## config.mk

```make
export PLATFORM = sky130hd
export DESIGN_NAME = ula_registradores_flat
export DESIGN_NICKNAME = d
export VERILOG_FILES = /design/src/rtl/ula_registradores_if.sv /design/src/rtl/ula_registradores.sv /design/src/flat_wrapper.sv
export SDC_FILE = /design/constraint.sdc
export NUM_CORES = 1
export LEC_CHECK = 0
export BUFFER_PORTS_ARGS = -buffer_cell sky130_fd_sc_hd__buf_2
export CAP_MARGIN = 15
export CORE_ASPECT_RATIO = 1.25
export CORE_MARGIN = 2
export CORE_UTILIZATION = 53
export DETAILED_ROUTE_END_ITERATION = 7
export PLACE_DENSITY = 0.76
export SLEW_MARGIN = 20
export SYNTH_ARGS = -nofsm -noshare
export SYNTH_HDL_FRONTEND = slang
export SYNTH_SLANG_ARGS = --single-unit
```

## constraint.sdc

```tcl
create_clock -name clock -period 2 [get_ports clock]
set_input_delay 0.3 -clock clock [delete_from_list [all_inputs] [get_ports clock]]
set_output_delay 0.3 -clock clock [all_outputs]
set_load 0.05 [all_outputs]
```

## src/rtl/ula_registradores_if.sv

```systemverilog
// Command/operand and result bundle for the operand register bank.
//   tx      command code (0 CLEAR, 1 LOAD, 2 HOLD, 3 ADD, 4 SUB, 5 MUL, others HOLD)
//   entrada operand from the memory stage, aligned with the decoded LOAD
//   x, y    most recent / previous loaded operand
//   z       result register
//   flag    carry / borrow / multiply overflow of the last completed operation
//   busy    multiply iterating
//   done    one-cycle pulse after a result write
interface ula_registradores_if;
   logic [3:0] tx;
   logic [3:0] entrada;
   logic [3:0] x;
   logic [3:0] y;
   logic [3:0] z;
   logic       flag;
   logic       busy;
   logic       done;

   modport master (
      output tx, entrada,
      input  x, y, z, flag, busy, done
   );

   modport slave (
      input  tx, entrada,
      output x, y, z, flag, busy, done
   );
endinterface

```

## src/rtl/ula_registradores.sv

```systemverilog
// Operand register bank and 4-bit arithmetic unit (add, subtract, shift-add
// multiply) downstream of the operand memory stage.
// Ports:
//   clock    rising-edge clock shared with the memory stage
//   reset_n  asynchronous active-low reset
//   bus      slave side of ula_registradores_if (tx/entrada in, results out)
module ula_registradores (
   input  logic                  clock,
   input  logic                  reset_n,
   ula_registradores_if.slave    bus
);

   localparam int unsigned W  = 4;
   localparam int unsigned PW = 8;
   localparam int unsigned CW = 2;

   localparam logic [0:0] S_IDLE    = 1'b0;
   localparam logic [0:0] S_MUL_RUN = 1'b1;

   localparam logic [W-1:0] CMD_CLEAR = 4'd0;
   localparam logic [W-1:0] CMD_LOAD  = 4'd1;
   localparam logic [W-1:0] CMD_ADD   = 4'd3;
   localparam logic [W-1:0] CMD_SUB   = 4'd4;
   localparam logic [W-1:0] CMD_MUL   = 4'd5;

   localparam logic [CW-1:0] LAST_ITER = 2'd3;

   logic [0:0]    state_q, state_n;
   logic [W-1:0]  tx_d;
   logic [W-1:0]  x_q, x_n;
   logic [W-1:0]  y_q, y_n;
   logic [W-1:0]  z_q, z_n;
   logic          flag_q, flag_n;
   logic          busy_q, busy_n;
   logic          done_q, done_n;
   logic [CW-1:0] cnt_q, cnt_n;
   logic [PW-1:0] prod_q, prod_n;
   logic [PW-1:0] mcand_q, mcand_n;
   logic [W-1:0]  mplier_q, mplier_n;
   logic [PW-1:0] prod_sum;

   // State and datapath registers
   always_ff @(posedge clock or negedge reset_n) begin
      if (!reset_n) begin
         state_q  <= S_IDLE;
         tx_d     <= '0;
         x_q      <= '0;
         y_q      <= '0;
         z_q      <= '0;
         flag_q   <= 1'b0;
         busy_q   <= 1'b0;
         done_q   <= 1'b0;
         cnt_q    <= '0;
         prod_q   <= '0;
         mcand_q  <= '0;
         mplier_q <= '0;
      end else begin
         state_q  <= state_n;
         tx_d     <= bus.tx;
         x_q      <= x_n;
         y_q      <= y_n;
         z_q      <= z_n;
         flag_q   <= flag_n;
         busy_q   <= busy_n;
         done_q   <= done_n;
         cnt_q    <= cnt_n;
         prod_q   <= prod_n;
         mcand_q  <= mcand_n;
         mplier_q <= mplier_n;
      end
   end

   // Partial product including this iteration's conditional add
   always_comb begin
      prod_sum = prod_q;
      if (mplier_q[0]) prod_sum = prod_q + mcand_q;
   end

   // Next-state and datapath decode of the delayed command
   always_comb begin
      state_n  = state_q;
      x_n      = x_q;
      y_n      = y_q;
      z_n      = z_q;
      flag_n   = flag_q;
      busy_n   = busy_q;
      done_n   = 1'b0;
      cnt_n    = cnt_q;
      prod_n   = prod_q;
      mcand_n  = mcand_q;
      mplier_n = mplier_q;

      case (state_q)
         S_IDLE: begin
            case (tx_d)
               CMD_CLEAR: begin
                  x_n    = '0;
                  y_n    = '0;
                  z_n    = '0;
                  flag_n = 1'b0;
               end
               CMD_LOAD: begin
                  y_n = x_q;
                  x_n = bus.entrada;
               end
               CMD_ADD: begin
                  {flag_n, z_n} = 5'(y_q) + 5'(x_q);
                  done_n        = 1'b1;
               end
               CMD_SUB: begin
                  z_n    = y_q - x_q;
                  flag_n = (y_q < x_q);
                  done_n = 1'b1;
               end
               CMD_MUL: begin
                  state_n  = S_MUL_RUN;
                  busy_n   = 1'b1;
                  prod_n   = '0;
                  mcand_n  = PW'(y_q);
                  mplier_n = x_q;
                  cnt_n    = '0;
               end
               default: ;
            endcase
         end

         S_MUL_RUN: begin
            if (tx_d == CMD_CLEAR) begin
               // Abort: no result write, no done pulse
               state_n = S_IDLE;
               busy_n  = 1'b0;
               x_n     = '0;
               y_n     = '0;
               z_n     = '0;
               flag_n  = 1'b0;
            end else begin
               prod_n   = prod_sum;
               mcand_n  = mcand_q << 1;
               mplier_n = mplier_q >> 1;
               cnt_n    = cnt_q + 2'd1;
               if (cnt_q == LAST_ITER) begin
                  z_n     = prod_sum[W-1:0];
                  flag_n  = |prod_sum[PW-1:W];
                  busy_n  = 1'b0;
                  done_n  = 1'b1;
                  state_n = S_IDLE;
               end
            end
         end

         default: state_n = S_IDLE;
      endcase
   end

   assign bus.x    = x_q;
   assign bus.y    = y_q;
   assign bus.z    = z_q;
   assign bus.flag = flag_q;
   assign bus.busy = busy_q;
   assign bus.done = done_q;

endmodule
```

## src/flat_wrapper.sv

```systemverilog
// flat-port wrapper written by rule: the top's interface ports become plain ports
module ula_registradores_flat 
  (clock, reset_n, bus_tx, bus_entrada, bus_x, bus_y, bus_z, bus_flag, bus_busy, bus_done);
  ula_registradores_if bus_i ();
  input  logic clock;
  input  logic reset_n;
  input wire logic [$bits(bus_i.tx)-1:0] bus_tx;
  input wire logic [$bits(bus_i.entrada)-1:0] bus_entrada;
  output wire logic [$bits(bus_i.x)-1:0] bus_x;
  output wire logic [$bits(bus_i.y)-1:0] bus_y;
  output wire logic [$bits(bus_i.z)-1:0] bus_z;
  output wire logic [$bits(bus_i.flag)-1:0] bus_flag;
  output wire logic [$bits(bus_i.busy)-1:0] bus_busy;
  output wire logic [$bits(bus_i.done)-1:0] bus_done;
  assign bus_i.tx = bus_tx;
  assign bus_i.entrada = bus_entrada;
  assign bus_x = bus_i.x;
  assign bus_y = bus_i.y;
  assign bus_z = bus_i.z;
  assign bus_flag = bus_i.flag;
  assign bus_busy = bus_i.busy;
  assign bus_done = bus_i.done;
  ula_registradores u_core (.clock(clock), .reset_n(reset_n), .bus(bus_i));
endmodule
```

==> metrics.md <==
| Metric | Value |
|---|---|
| Cell variety after synth | 48 |
| CTS Root Cell | clkbuf_8 |
| Initial antenna violation count | 0 |
| Largest family of logic cells by synthesized area | compound AO/OA/AOI/OAI gates |
| CP endpoint kind | flop |
| Critical path's top delay family | compound AO/OA/AOI/OAI gates |
| Yosys top cell area share | 0.4204 |
| Clock-pin slew on the worst setup and hold paths | 0.09 ns |
| Synth Flop Type | dfrtp_1 |
| Aggregate global routing overflow | 0 |
| Critical Path Source Type | flop |
| Worst path slowest cell | dfrtp_2 |
| Die width | 65.43 microns |
| Worst EP required | 2.23 ns |
| Status | complete, but fails checks |
| P&R area growth vs syn | 22.67% |
| Mapped Area | 2500 sq um |
| IO Pins | 25 |
| Area contributors post-synth | dfrtp_1, ha_1, mux2i_1 |
| Max Slew Vio Count | 0 |
| F_max | 0.4924 GHz |
| Detailed-router iteration count before antenna repair | 4 |
| Routed vias | 2111 |
| Pwr Total | 4.337 mW |
| Fin area | 3067 sq um |
| Fin crit share | 1.015 |
| Switch share | 0.4303 |
| Inserted Diodes | 0 |
| Number of synthesized flops with an enable pin | 0 |
| Clk_skew | 0.01241 ns |
| Fin crit period | 2.031 ns |
| Worst path max stage delay | 0.39 ns |
| Largest net degree at the start of global routing | 27 |
| Standard-cell rows | 27 |
| # DRC | 0 |
| GRT Resource Usage Total | 0.2446 |
| Synth Net Count | 286 |
| Area leader, netlist | dfrtp_1 |
| CTS sink count | 42 |
| GP Congestion | 0.8763 |
| Critical path type | flop to flop |
| Fill count | 354 |
| 1st-iter DRT viols | 128 |
| Post-synth ARST share | 1.000 |
| Final core utilization | 0.6877 |
| Final-report hold violation count | 1 |
| Initial Utilization | 0.5606 |
| Setup TNS Final | -0.03093 ns |
| Psw | 1.866 mW |
| Slew @ Worst Pin | 0.6345 ns |
| Worst Path Arrival | 2.26 ns |
| Fin nets | 335 |
| Non-Filler Instances | 365 |
| Worst Slack Setup Final | -0.03093 ns |
| Sequential fraction of design power | 0.318 |
| Hold WS | -0.0006127 ns |
| Most frequent cell on the critical path | a21oi_1 |
| Post-synthesis register bit count | 42 |
| Synth Area in Compound Gates | 0.2227 |
| Post-DP HPWL | 4.229 mm |
| I/O Buffers | 24 |
| Simple-Gate Fraction of Synth Area | 0.1366 |
| Top-count cell post-synth | dfrtp_1 |
| Power share of the combinational group | 0.490 |
| Multiplexer area fraction after synthesis | 0.04404 |
| Antenna Nets Post-Route | 0 |
| Clock buffer depth | 2 |
| Max FO, Critical Path | 3 |
| Synth top cells by count | dfrtp_1, nand2_1, a21oi_1, o21ai_0 |
| Vias in the first global route | 2123 |
| Drt total wl | 5.925 mm |
| Critical-path cell list | ha_1 > inv_1 > fa_2 > o21bai_1 > a21oi_1 > o32a_1 > o21ai_2 > o22ai_1 > a21oi_1 |
| Post-Synth Adder-Cell Area | 0.1041 |
| Vias per inst | 5.784 |
| Synthesized instance count | 257 |
| HP Class | input pin to async pin |
| Failing checks | negative hold slack, negative setup slack |
| Cell Pwr Density | 1414 nW/um^2 |
| Worst slack, placed | -0.1561 ns |
| Max cap viols | 0 |
| Core area | 4459 sq um |
| Die height | 80.79 microns |
| Die ar. | 5286 sq um |
| RSZ-0062 raised after global routing | yes |
| H-tree Lvls | 2 |
| Reg area | 1059 sq um |
| Count of final setup violators | 1 |
| Multi-input gate area | 1380 sq um |
| Hold Buf Count CTS | 0 |
| XOR/XNOR Fraction of Synth Area | 0.02102 |
| Cell total after placement | 353 |
| CTS tree | done |
| Lkg Pwr | 1.471 nW |
| Slew headroom | 0.5754 |
| Share of layout cells above drive strength 1 | 0.2899 |
| Worst path buffer plus inverter count | 1 |
| Clock power frac | 0.192 |
| Syn Area/Cell | 9.727 sq um |
| Worst IR Drop VDD | 0.8934 mV |
| Synth Warn # | 0 |
| Total clock buffers created by CTS | 5 |
| Placed inst area | 2850 sq um |
| Clk Latency, worst-skew pair | 0.30 ns |
| Internal | 2.471 mW |
| First-pass GRT wire length | 9.908 mm |
| Post-synthesis sequential area ratio | 0.4204 |
| Drt wl/cell | 16.23 microns |
routing by layer:
metal,global-route usage,routed length [microns]
met5,0,0
met4,0.06667,55
met3,0.03186,205
met2,0.4418,3076
met1,0.3076,2588
worst register-to-register path: cells and delay by family (launching register included):
kind,cells,cell delay (ns)
AO/OA/AOI/OAI,6,0.95
adder cells (fa/ha/maj),2,0.56
flip-flops,1,0.39
buffers and inverters,1,0.08
layout by cell type (no fill, tap or decap), drive strengths merged, types with 2 or more instances in the layout:
| cell type | n |
|---|---|
| dfrtp | 42 |
| inv | 16 |
| o22ai | 5 |
| nand3 | 13 |
| nor3 | 3 |
| fa | 3 |
| a31oi | 2 |
| nand3b | 3 |
| nor2 | 15 |
| a21o | 5 |
| nand4b | 2 |
| mux2i | 11 |
| nand4 | 2 |
| clkbuf | 6 |
| ha | 16 |
| nand2b | 3 |
| nor2b | 2 |
| a211oi | 2 |
| a22o | 8 |
| xor2 | 3 |
| o21bai | 3 |
| buf | 55 |
| o211ai | 2 |
| o21ai | 22 |
| o32a | 2 |
| a21oi | 19 |
| bufinv | 2 |
| xnor2 | 3 |
| nand2 | 22 |
worst paths after layout:
check,from,endpoint,slack [ns],cells after the start
worst min register to register,u_core.mplier_q[1]$_DFFE_PN0P_,u_core.mplier_q[1]$_DFFE_PN0P_,0.50,2
worst min-delay path,reset_n,u_core.prod_q[0]$_DFFE_PN0P_,-0.0006,1
worst max-delay path,u_core.bus.x[0]$_DFFE_PN0P_,u_core.bus.flag$_DFFE_PN0P_,-0.03,9
max in group asynchronous,reset_n,u_core.tx_d[1]$_DFF_PN0_,1.43,2
worst max register to register,u_core.bus.x[0]$_DFFE_PN0P_,u_core.bus.flag$_DFFE_PN0P_,-0.03,9
min in group clock,bus_tx[3],u_core.tx_d[3]$_DFF_PN0_,0.10,1
what timing repair did:
item / 4_1_cts / 5_1_grt
endpoints found under the setup margin: 2 / 4
setup buffers: 2 / 2
gates resized for setup: 4 / 5
pin swaps: 8 / 2
cells by family after synthesis:
| family | after synthesis |
|---|---|
| multiplexers | 11 |
| adder cells (fa/ha/maj) | 19 |
| flip-flops | 42 |
| XOR/XNOR | 6 |
| buffers and inverters | 29 |
| AND/OR/NAND/NOR | 69 |
| AO/OA/AOI/OAI | 81 |
registers in the layout, summed over array words and instances (netlist names), 2 cells and up:
signal,count
u_core.bus.x,4
u_core.bus.y,4
u_core.bus.z,4
u_core.cnt_q,2
u_core.mcand_q,8
u_core.mplier_q,4
u_core.prod_q,8
u_core.tx_d,4
layout make-up:
class,instances,area share
Inverter,16,0.01958
Clock buffer,6,0.02693
Timing Repair Buffer,55,0.1151
Multi-Input combinational cell,186,0.4500
Clock inverter,2,0.01958
Sequential cell,42,0.3452
Tap cell,58,0.02366
power by group through the flow:
stage / logic [mW] / registers (mW) / clock network (mW)
2_1_floorplan: 1.16 / 1.66 / 0
3_3_place_gp: 1.99 / 1.39 / 0
3_5_place_dp: 2.03 / 1.39 / 0
5_1_grt: 2.33 / 1.42 / 0.864
4_1_cts: 2.06 / 1.38 / 0.840
6_report: 2.13 / 1.38 / 0.833
(Power assumes the default switching activity.)
